<file path="src/rtl/edge_counter_pkg.sv">
// Shared types and record layout for the multi-channel edge counter.
package edge_counter_pkg;

    typedef enum logic [1:0] {
        OP_NOP   = 2'b00,
        OP_START = 2'b01,
        OP_STOP  = 2'b10,
        OP_CLEAR = 2'b11
    } opcode_e;

    typedef enum logic [1:0] {
        EDGE_RISE     = 2'b00,
        EDGE_FALL     = 2'b01,
        EDGE_BOTH     = 2'b10,
        EDGE_RISE_ALT = 2'b11
    } edge_mode_e;

    localparam int unsigned CH_IDX_W = 4;

    localparam int unsigned CMD_OP_LSB   = 62;
    localparam int unsigned CMD_MODE_LSB = 60;

    localparam int unsigned REC_TIME_LSB = 64;
    localparam int unsigned REC_CH_LSB   = 56;
    localparam int unsigned REC_SAT_BIT  = 55;
    localparam int unsigned REC_CNT_LSB  = 0;

endpackage

</file>
<file path="src/rtl/edge_channel.sv">
// One edge-counting channel: synchroniser, edge detect, saturating counter,
// IDLE/COUNT state, pending snapshot and sticky drop flag.
module edge_channel
    import edge_counter_pkg::*;
#(
    parameter int unsigned CNT_WIDTH   = 16,
    parameter int unsigned SYNC_STAGES = 2
) (
    input  logic                 clk,
    input  logic                 rst_n,
    input  logic                 sig,
    input  logic                 start,
    input  logic                 stop,
    input  logic                 clear,
    input  logic                 grant,
    input  edge_mode_e           mode_in,
    input  logic [63:0]          counter,
    output logic                 pend,
    output logic [CNT_WIDTH-1:0] snap_count,
    output logic                 snap_sat,
    output logic [63:0]          snap_time,
    output logic                 drop_err
);

    typedef enum logic {ST_IDLE, ST_COUNT} ch_state_e;

    ch_state_e             state, state_next;
    edge_mode_e            mode;
    logic [SYNC_STAGES-1:0] sync_q;
    logic                  sig_prev;
    logic                  rise, fall, edge_hit;
    logic [CNT_WIDTH-1:0]  count, cnt_next;
    logic                  sat, sat_next;
    logic                  counting, pend_eff, take_snap, drop;

    always_ff @(posedge clk or negedge rst_n) begin
        if (!rst_n) begin
            sync_q   <= '0;
            sig_prev <= 1'b0;
        end else begin
            sync_q   <= {sync_q[SYNC_STAGES-2:0], sig};
            sig_prev <= sync_q[SYNC_STAGES-1];
        end
    end

    assign rise     = sync_q[SYNC_STAGES-1] & ~sig_prev;
    assign fall     = ~sync_q[SYNC_STAGES-1] & sig_prev;
    assign counting = (state == ST_COUNT);

    always_comb begin
        edge_hit = rise;
        case (mode)
            EDGE_FALL: edge_hit = fall;
            EDGE_BOTH: edge_hit = rise | fall;
            default:   edge_hit = rise;
        endcase
    end

    // Next count feeds both the counter and the snapshot, so an edge in the STOP cycle is captured
    always_comb begin
        cnt_next = count;
        sat_next = sat;
        if (counting && edge_hit && !(&count)) begin
            cnt_next = count + 1'b1;
            if (&cnt_next) sat_next = 1'b1;
        end
    end

    always_ff @(posedge clk or negedge rst_n) begin
        if (!rst_n) state <= ST_IDLE;
        else        state <= state_next;
    end

    always_comb begin
        state_next = state;
        if (clear)                 state_next = ST_IDLE;
        else if (start)            state_next = ST_COUNT;
        else if (stop && counting) state_next = ST_IDLE;
    end

    // A grant in the same cycle frees the slot before a STOP re-fills it
    assign pend_eff  = pend & ~grant;
    assign take_snap = stop && counting && !pend_eff;
    assign drop      = stop && counting && pend_eff;

    always_ff @(posedge clk or negedge rst_n) begin
        if (!rst_n) begin
            mode       <= EDGE_RISE;
            count      <= '0;
            sat        <= 1'b0;
            pend       <= 1'b0;
            snap_count <= '0;
            snap_sat   <= 1'b0;
            snap_time  <= '0;
            drop_err   <= 1'b0;
        end else begin
            if (start) begin
                count <= '0;
                sat   <= 1'b0;
                mode  <= mode_in;
            end else if (clear) begin
                count <= '0;
            end else begin
                count <= cnt_next;
                sat   <= sat_next;
            end

            if (clear)          pend <= 1'b0;
            else if (take_snap) pend <= 1'b1;
            else if (grant)     pend <= 1'b0;

            if (take_snap) begin
                snap_count <= cnt_next;
                snap_sat   <= sat_next;
                snap_time  <= counter;
            end

            if (clear)     drop_err <= 1'b0;
            else if (drop) drop_err <= 1'b1;
        end
    end

endmodule

</file>
<file path="src/rtl/multi_edge_counter.sv">
// Multi-channel edge counter: command decode, round-robin record arbiter
// and registered FIFO write port.
module multi_edge_counter
    import edge_counter_pkg::*;
#(
    parameter int unsigned NUM_CH      = 4,
    parameter int unsigned CNT_WIDTH   = 16,
    parameter int unsigned SYNC_STAGES = 2
) (
    input  logic              s_axi_aclk,
    input  logic              s_axi_aresetn,
    input  logic [NUM_CH-1:0] input_sig,
    input  logic [63:0]       cmd_in,
    input  logic              cmd_valid,
    input  logic [63:0]       counter,
    input  logic              fifo_full,
    output logic              write,
    output logic [127:0]      count_out,
    output logic [NUM_CH-1:0] drop_err
);

    opcode_e              op;
    edge_mode_e           mode;
    logic [NUM_CH-1:0]    mask, start_v, stop_v, clear_v;
    logic [NUM_CH-1:0]    pend, snap_sat, grant;
    logic [CNT_WIDTH-1:0] snap_count [NUM_CH];
    logic [63:0]          snap_time  [NUM_CH];
    logic [CH_IDX_W-1:0]  rr_ptr, grant_idx;
    logic                 grant_valid;
    logic [127:0]         rec;
    logic                 unused_cmd;

    assign op         = opcode_e'(cmd_in[CMD_OP_LSB +: 2]);
    assign mode       = edge_mode_e'(cmd_in[CMD_MODE_LSB +: 2]);
    assign mask       = cmd_in[NUM_CH-1:0];
    assign unused_cmd = ^cmd_in[59:NUM_CH];

    assign start_v = (cmd_valid && op == OP_START) ? mask : '0;
    assign stop_v  = (cmd_valid && op == OP_STOP)  ? mask : '0;
    assign clear_v = (cmd_valid && op == OP_CLEAR) ? mask : '0;

    for (genvar i = 0; i < NUM_CH; i++) begin : g_ch
        edge_channel #(
            .CNT_WIDTH   (CNT_WIDTH),
            .SYNC_STAGES (SYNC_STAGES)
        ) u_ch (
            .clk        (s_axi_aclk),
            .rst_n      (s_axi_aresetn),
            .sig        (input_sig[i]),
            .start      (start_v[i]),
            .stop       (stop_v[i]),
            .clear      (clear_v[i]),
            .grant      (grant[i]),
            .mode_in    (mode),
            .counter    (counter),
            .pend       (pend[i]),
            .snap_count (snap_count[i]),
            .snap_sat   (snap_sat[i]),
            .snap_time  (snap_time[i]),
            .drop_err   (drop_err[i])
        );
    end

    // Rotating priority as two ordered passes: indices at/after rr_ptr first, then wrap
    always_comb begin
        grant       = '0;
        grant_idx   = '0;
        grant_valid = 1'b0;
        if (!fifo_full && !write) begin
            for (int unsigned i = 0; i < NUM_CH; i++) begin
                if (!grant_valid && pend[i] && CH_IDX_W'(i) >= rr_ptr) begin
                    grant_valid = 1'b1;
                    grant_idx   = CH_IDX_W'(i);
                    grant[i]    = 1'b1;
                end
            end
            for (int unsigned i = 0; i < NUM_CH; i++) begin
                if (!grant_valid && pend[i]) begin
                    grant_valid = 1'b1;
                    grant_idx   = CH_IDX_W'(i);
                    grant[i]    = 1'b1;
                end
            end
        end
    end

    always_comb begin
        rec = '0;
        for (int unsigned i = 0; i < NUM_CH; i++) begin
            if (grant[i]) begin
                rec[REC_TIME_LSB +: 64]       = snap_time[i];
                rec[REC_CH_LSB +: CH_IDX_W]   = CH_IDX_W'(i);
                rec[REC_SAT_BIT]              = snap_sat[i];
                rec[REC_CNT_LSB +: CNT_WIDTH] = snap_count[i];
            end
        end
    end

    always_ff @(posedge s_axi_aclk or negedge s_axi_aresetn) begin
        if (!s_axi_aresetn) begin
            write     <= 1'b0;
            count_out <= '0;
            rr_ptr    <= '0;
        end else begin
            write <= grant_valid;
            if (grant_valid) begin
                count_out <= rec;
                rr_ptr    <= (grant_idx == CH_IDX_W'(NUM_CH - 1)) ? '0 : grant_idx + 1'b1;
            end
        end
    end

endmodule

</file>
<file path="config.mk">
export PLATFORM = sky130hd
export DESIGN_NAME = multi_edge_counter
export DESIGN_NICKNAME = d
export VERILOG_FILES = /design/src/rtl/edge_counter_pkg.sv /design/src/rtl/edge_channel.sv /design/src/rtl/multi_edge_counter.sv
export SDC_FILE = /design/constraint.sdc
export NUM_CORES = 1
export LEC_CHECK = 0
export ABC_AREA = 1
export ABC_CLOCK_PERIOD_IN_PS = 5500
export BUFFER_PORTS_ARGS = -buffer_cell sky130_fd_sc_hd__buf_2
export CAP_MARGIN = 10
export CORE_ASPECT_RATIO = 1.2
export CORE_UTILIZATION = 45
export CTS_CLUSTER_DIAMETER = 100
export CTS_CLUSTER_SIZE = 20
export DETAILED_ROUTE_END_ITERATION = 6
export MAX_ROUTING_LAYER = met4
export SYNTH_ARGS = -nofsm -noshare
export SYNTH_HDL_FRONTEND = slang
export SYNTH_SLANG_ARGS = --single-unit
export TNS_END_PERCENT = 100
</file>
<file path="constraint.sdc">
create_clock -name s_axi_aclk -period 5.5 [get_ports s_axi_aclk]
set_input_delay 0 -clock s_axi_aclk [delete_from_list [all_inputs] [get_ports s_axi_aclk]]
set_output_delay 0 -clock s_axi_aclk [all_outputs]
set_load 0.01 [all_outputs]
</file>
After elaboration in Yosys (flattened, before gate mapping)
Index checks and enable logic that the tools add are counted.

Register bits after elaboration: 514. Bits in latches: 0. Memory bits (writable): 0. ROM bits: 0. Output and inout port bits: 133. Memories: 0.

Add/sub/neg operators: 5. Multipliers: 0. Div/mod/pow operators: 0. Order comparisons: 4. Eq/ne operators: 16. Shifts and indexed selects: 0. Mux-type cells: 112. Bitwise gates (word level): 28. Reduce and logical (&&, ||, !) cells: 72.

Operator list (count): $mux W16 (16); $mux W64 (4); $reduce_and A16 Y1 (8); $mux W1 (73); $add A16 B1 Y16 const B (4); $mux W4 (12); $logic_and A1 B1 Y1 (35); $reduce_bool A3 Y1 (8); $logic_not A1 Y1 (17); $mux W5 (3); $and A1 B1 Y1 (12); $eq A2 B2 Y1 const B (6); $not A1 Y1 (12); $eq A2 B1 Y1 const B (5); $ge A1 B4 Y1 const A (2); $ge A2 B4 Y1 const A (2); $ne A2 B2 Y1 const B (4); $pmux W1 S2 (4); $reduce_bool A2 Y1 (4); $add A4 B1 Y4 const B (1); $eq A4 B2 Y1 const B (1); $or A1 B1 Y1 (4).

Logic depth before layout (Yosys ltp)
Depth after elaboration: 41. Mapped depth: 14. Depth with buffers taken out: 14.

By module
A second synthesis with hierarchy kept.

Cells, all modules: 3154. Area total of the unflattened synthesis: 24623.6 µm².

Modules (own cells, without submodules): edge_channel (instances 4, cells each 559, area an instance 4616.9 µm², sequential area each 2652.5 µm²); multi_edge_counter (instances 1, cells each 918, area an instance 6155.9 µm², sequential area each 2152.1 µm²).

Worst setup path before layout
Ideal clock, no wire load.

Path type: reg-to-reg. From: register g_ch[1].u_ch.count[0]. To: register g_ch[1].u_ch.snap_count[10]. Library setup time: 127 ps. Arrival: 1779 ps. Path slack: 3594 ps. Cell stages (with the launch flop): 10. Clock period less this slack: 1906 ps. Cells stage by stage: dfrtp_1 > ha_1 > nand2_1 > nor2_2 > nand2_1 > nor3b_2 > nor2_1 > clkbuf_1 > o21ai_0 > o21ai_2.

Longest elaborated chain between the ends: 4. Elaborated cells between the ends (all ways): 5. Those cells by class: add/sub (1); mux (1); reduce/logical (3).

Ends and longest elaborated chain: from (decl) (line edge_channel.sv:32) `logic [CNT_WIDTH-1:0] count, cnt_next;`; from (signal assigned) (line edge_channel.sv:104) `count <= cnt_next;`; branches (longest 3 deep; another with $add A16 B1 Y16); $mux W16 (*) (line edge_channel.sv:63) `if (counting && edge_hit && !(&count)) begin`; to (signal assigned) (line edge_channel.sv:113) `snap_count <= cnt_next;`; to (decl) (line edge_channel.sv:19) `output logic [CNT_WIDTH-1:0] snap_count,`.

Every way passes the cells marked *. A chain may end at the register's enable or synchronous reset.

Worst setup path after layout
From: register g_ch[2].u_ch.pend. To: register g_ch[0].u_ch.snap_time[45].

Longest elaborated chain between the ends: 17.

Ends and longest elaborated chain: from (decl) (line edge_channel.sv:18) `output logic pend,`; from (signal assigned) (line edge_channel.sv:91) `pend <= 1'b0;`; from (signal assigned) (line edge_channel.sv:108) `if (clear) pend <= 1'b0;`; from (signal assigned) (line edge_channel.sv:109) `else if (take_snap) pend <= 1'b1;`; $logic_and A1 B1 Y1 (*) (2 in a row) (line multi_edge_counter.sv:71) `if (!grant_valid && pend[i] && CH_IDX_W'(i) >= rr_ptr) begin`; $mux W1 (*) (line multi_edge_counter.sv:71); $mux W1 (*) (line multi_edge_counter.sv:69) `if (!fifo_full && !write) begin`; $logic_not A1 Y1 (line multi_edge_counter.sv:71); $logic_and A1 B1 Y1 (2 in a row) (line multi_edge_counter.sv:71); $mux W1 (*) (line multi_edge_counter.sv:71); $mux W1 (*) (line multi_edge_counter.sv:69); $logic_not A1 Y1 (*) (line multi_edge_counter.sv:78) `if (!grant_valid && pend[i]) begin`; $logic_and A1 B1 Y1 (*) (line multi_edge_counter.sv:78); $mux W1 (*) (line multi_edge_counter.sv:78); $mux W4 (*) (line multi_edge_counter.sv:69); $not A1 Y1 (*) (line edge_channel.sv:82) `assign pend_eff = pend & ~grant;`; $and A1 B1 Y1 (*) (line edge_channel.sv:82); $logic_not A1 Y1 (*) (line edge_channel.sv:83) `assign take_snap = stop && counting && !pend_eff;`; $logic_and A1 B1 Y1 (*) (line edge_channel.sv:83); to (signal assigned) (line edge_channel.sv:115) `snap_time <= counter;`; to (decl) (line edge_channel.sv:21) `output logic [63:0] snap_time,`.

Every way passes the cells marked *; elsewhere a longest branch is shown, timed or not. The select of a mux whose other input is x is not followed.

==> results.md <==
| Parameter | This run |
|:---|:---|
| Count of input and output buffers | 167 |
| Outcome | complete, no violations |
| GR Util All Layers | 22.6% |
| Via count of the first global-routing pass | 17900 |
| EDFF count, synth | 0 |
| Width of the chip | 211 um |
| Static leakage | 13.0 nW |
| Fraction of registers with async set or reset after synthesis | 100% |
| Synth unique cells | 41 |
| Endpoint kind of the worst setup timing path | flip-flop |
| Clock latency at the later pin of the worst-skew pair | 0.60 ns |
| H-tree levels | 1 |
| WP data arrival | 3.66 ns |
| Hpwl dp | 36000 um |
| Average footprint of a synthesized cell | 8.50 um^2 |
| Placed Cells incl. Taps | 3516 |
| Die span in y | 253 um |
| Post-route clock period utilization | 58.4% |
| Yosys reg bits | 510 |
| Area overhead of the layout relative to synthesis | 10.9% |
| Part of the Yosys area used for sequential elements | 54.1% |
| Clock-pin slew on the worst setup and hold paths | 0.09 ns |
| Cell area after layout | 26200 um^2 |
| Clk root buf | sky130_fd_sc_hd__clkbuf_16 |
| Relative max-transition margin | 24.6% |
| Net count, final | 3090 |
| Transition at the pin with the smallest max-transition slack | 1.13 ns |
| Max-slew violation count | 0 |
| I/O pin count | 269 |
| Share of cells above drive strength 1 | 10.9% |
| Area after DPL | 24600 um^2 |
| Mean routed wirelength per cell | 16.1 um |
| Antenna viol nets, final | 0 |
| Startpoint class of the critical path | flip-flop |
| Path category of the worst min-delay check | primary input to async pin |
| Core region area | 51600 um^2 |
| Sinks on Clock Net | 510 |
| Crit-path max cell delay | 0.62 ns |
| Detail-routed via count per cell | 5.15 |
| Most prevalent standard cell on the critical path | sky130_fd_sc_hd__nand2_1 |
| Filler cell count | 5012 |
| Setup repair after global routing missed its margin | no |
| Detailed Routing Iterations Pass 1 | 7 |
| Count of unresolved DRC violations after routing | 0 |
| Final-layout setup total negative slack | 0 ns |
| Iteration-0 DRC Markers | 1507 |
| Data required time of the critical path | 5.95 ns |
| Predominant post-synthesis flop cell | sky130_fd_sc_hd__dfrtp_1 |
| Critical path, cell by cell | nand2_1, nand4_4, o21ai_4, buf_4, nand2_1, nand2_1, nand2_4, buf_4, nand2_1, o21ai_1 |
| Maximum number of buffers from clock root to sink | 3 |
| Cell area after synthesis | 23600 um^2 |
| Worst path slowest cell | sky130_fd_sc_hd__buf_4 |
| Number of rows created at floorplan | 91 |
| Starting Density | 45.7% |
| Count of synthesis-stage warnings from yosys | 0 |
| Minimum clock period after layout | 3.21 ns |
| Inserted Clock Buffers | 29 |
| Routed wire length | 58500 um |
| Max-cap viol count | 0 |
| Antenna violations before repair | 1 |
| R2R Setup Slk | 2.29 ns |
| Global-route wire length before repair | 94800 um |
| Finish-stage setup viols | 0 |
| Largest net degree at the start of global routing | 162 |
| Weighted congestion at the end of routability-driven global placement | 0.851 |
| Final std cells w/o fill | 3627 |
| Vias after detailed routing | 18700 |
| F_max | 311 MHz |
| Layout Skew | 0.0213 ns |
| Start-to-end type of the worst setup path | flip-flop to flip-flop |
| Biggest fanout along the worst timing path | 94 |
| Die outline area | 53300 um^2 |
| Maximum VDD drop | 0.255 mV |
| Total power density per cell area | 462 nW/um^2 |
| Cells after Synth | 2775 |
| Total overflow reported by the global router | 0 |
| TritonCTS clock tree | yes |
| Final hold violation count | 0 |
## final timing paths
| kind | from | to | depth (start not counted) |
|---|---|---|---|
| max | g_ch[2].u_ch.pend$_DFFE_PN0P_ | g_ch[0].u_ch.snap_time[45]$_DFFE_PN0P_ | 10 |
| min | s_axi_aresetn | count_out[103]$_DFFE_PN0P_ | 2 |
| max reg2reg | g_ch[2].u_ch.pend$_DFFE_PN0P_ | g_ch[0].u_ch.snap_time[45]$_DFFE_PN0P_ | 10 |
| min reg2reg | g_ch[1].u_ch.sync_q[0]$_DFF_PN0_ | g_ch[1].u_ch.sync_q[1]$_DFF_PN0_ | 0 |
| max in group asynchronous | s_axi_aresetn | g_ch[3].u_ch.snap_count[7]$_DFFE_PN0P_ | 3 |
| min in group s_axi_aclk | input_sig[3] | g_ch[3].u_ch.sync_q[0]$_DFF_PN0_ | 2 |
## registers in the layout (all words and copies together), names as in the netlist, 8 cells and up
name and cells:
g_ch.u_ch.snap_time 256, g_ch.u_ch.sync_q 8, g_ch.u_ch.count 64, count_out 83, g_ch.u_ch.snap_count 64, g_ch.u_ch.mode 8
## placed cells by master (no fill, tap or decap), drive strengths merged
| cell type | count |
|---|---|
| o21bai | 4 |
| a21boi | 1 |
| nor2 | 170 |
| o21a | 2 |
| buf | 191 |
| or2 | 1 |
| o31ai | 6 |
| o21ai | 390 |
| nand4 | 30 |
| xor2 | 26 |
| clkbuf | 30 |
| conb | 45 |
| nor3b | 2 |
| and2 | 1 |
| dfrtp | 510 |
| nand3b | 6 |
| nand3 | 292 |
| ha | 25 |
| a31oi | 11 |
| a2bb2oi | 2 |
| o22ai | 2 |
| inv | 211 |
| a22oi | 3 |
| dlygate4sd3 | 79 |
| nor3 | 10 |
| nand2 | 795 |
| mux2i | 2 |
| diode | 1 |
| xnor2 | 3 |
| a21oi | 79 |
## routing by layer
metal	up-vias	track usage (%)	routed length (um)
met2	388	36.9	27900
met5	-	-	0
met4	0	4.39	1010
li1	9192	-	-
met1	9043	30.7	27100
met3	60	2.62	2550
## cells in the mapped netlist, types with 3 or more instances
| master | count | area [um^2] |
|---|---|---|
| sky130_fd_sc_hd__nand2_1 | 784 | 2940 |
| sky130_fd_sc_hd__nand3_1 | 291 | 1460 |
| sky130_fd_sc_hd__inv_1 | 205 | 769 |
| sky130_fd_sc_hd__nand2_2 | 11 | 68.8 |
| sky130_fd_sc_hd__dfrtp_1 | 510 | 12800 |
| sky130_fd_sc_hd__nor3_1 | 8 | 40.0 |
| sky130_fd_sc_hd__a21oi_1 | 79 | 395 |
| sky130_fd_sc_hd__a22oi_1 | 3 | 22.5 |
| sky130_fd_sc_hd__nand4_1 | 29 | 181 |
| sky130_fd_sc_hd__xnor2_1 | 3 | 26.3 |
| sky130_fd_sc_hd__o21ai_1 | 173 | 866 |
| sky130_fd_sc_hd__o21ai_0 | 146 | 731 |
| sky130_fd_sc_hd__buf_6 | 23 | 259 |
| sky130_fd_sc_hd__o21bai_1 | 4 | 30.0 |
| sky130_fd_sc_hd__buf_1 | 5 | 18.8 |
| sky130_fd_sc_hd__o21ai_2 | 70 | 613 |
| sky130_fd_sc_hd__a31oi_1 | 11 | 68.8 |
| sky130_fd_sc_hd__inv_2 | 5 | 18.8 |
| sky130_fd_sc_hd__xor2_1 | 26 | 228 |
| sky130_fd_sc_hd__buf_4 | 52 | 390 |
| sky130_fd_sc_hd__clkbuf_1 | 69 | 259 |
| sky130_fd_sc_hd__nand3b_1 | 6 | 45.0 |
| sky130_fd_sc_hd__o31ai_1 | 6 | 45.0 |
| sky130_fd_sc_hd__ha_1 | 25 | 313 |
| sky130_fd_sc_hd__buf_2 | 42 | 210 |
| sky130_fd_sc_hd__nor2_1 | 168 | 631 |
## power breakdown
group          internal [W]  total (W)  switching [W]
clock              0.000942    0.00216        0.00122
sequential          0.00519    0.00613       0.000936
combinational       0.00137    0.00379        0.00243
## kinds of logic after synthesis
logic type	share of synthesized area, %
AND/OR/NAND/NOR	23.2
flip-flops	54.1
AO/OA/AOI/OAI	12.0
buffers and inverters	8.16
XOR/XNOR	1.08
adder cells (fa/ha/maj)	1.33
multiplexers	0.0849
other	0.0159
## stage by stage
stage / total power [W] / hold WS [ns] / setup WS, ns / util (%)
after floorplan: 0.00864 / -0.296 / 3.59 / -
after global placement: 0.00982 / 0.0581 / 2.35 / 47.7
after detailed placement: 0.00996 / 0.0676 / 2.28 / 47.7
after CTS: 0.0122 / 0.0288 / 2.24 / 50.7
after global routing: 0.0130 / 0.0340 / 1.98 / 50.7
final: 0.0121 / 0.0232 / 2.29 / 50.7
## critical path, delay by kind of cell (launching register included)
| family | cells | cell delay [ns] |
|---|---|---|
| buf+inv | 2 | 1.05 |
| simple gates | 6 | 1.32 |
| flops | 1 | 0.46 |
| compound gates | 2 | 0.20 |
## final cells by class
cell class                      count  area, um^2  share of cell area [%]
Timing Repair Buffer              270        1870                    7.14
Inverter                          210         788                    3.01
Antenna cell                        1        2.50                 0.00957
Tap cell                          697         872                    3.33
Clock buffer                       30         729                    2.79
Sequential cell                   510       12800                    48.8
Multi-Input combinational cell   1908        9120                    34.9
Clock inverter                      1        11.3                  0.0431
## what timing repair did
action                                  in CTS  in global routing
hold buffers                                79                  0
endpoints found under the setup margin       0                  0
hold endpoints to repair                   413                  0
resized for setup                            0                  0
buffers inserted                             0                  0
(Power assumes the default switching activity.)
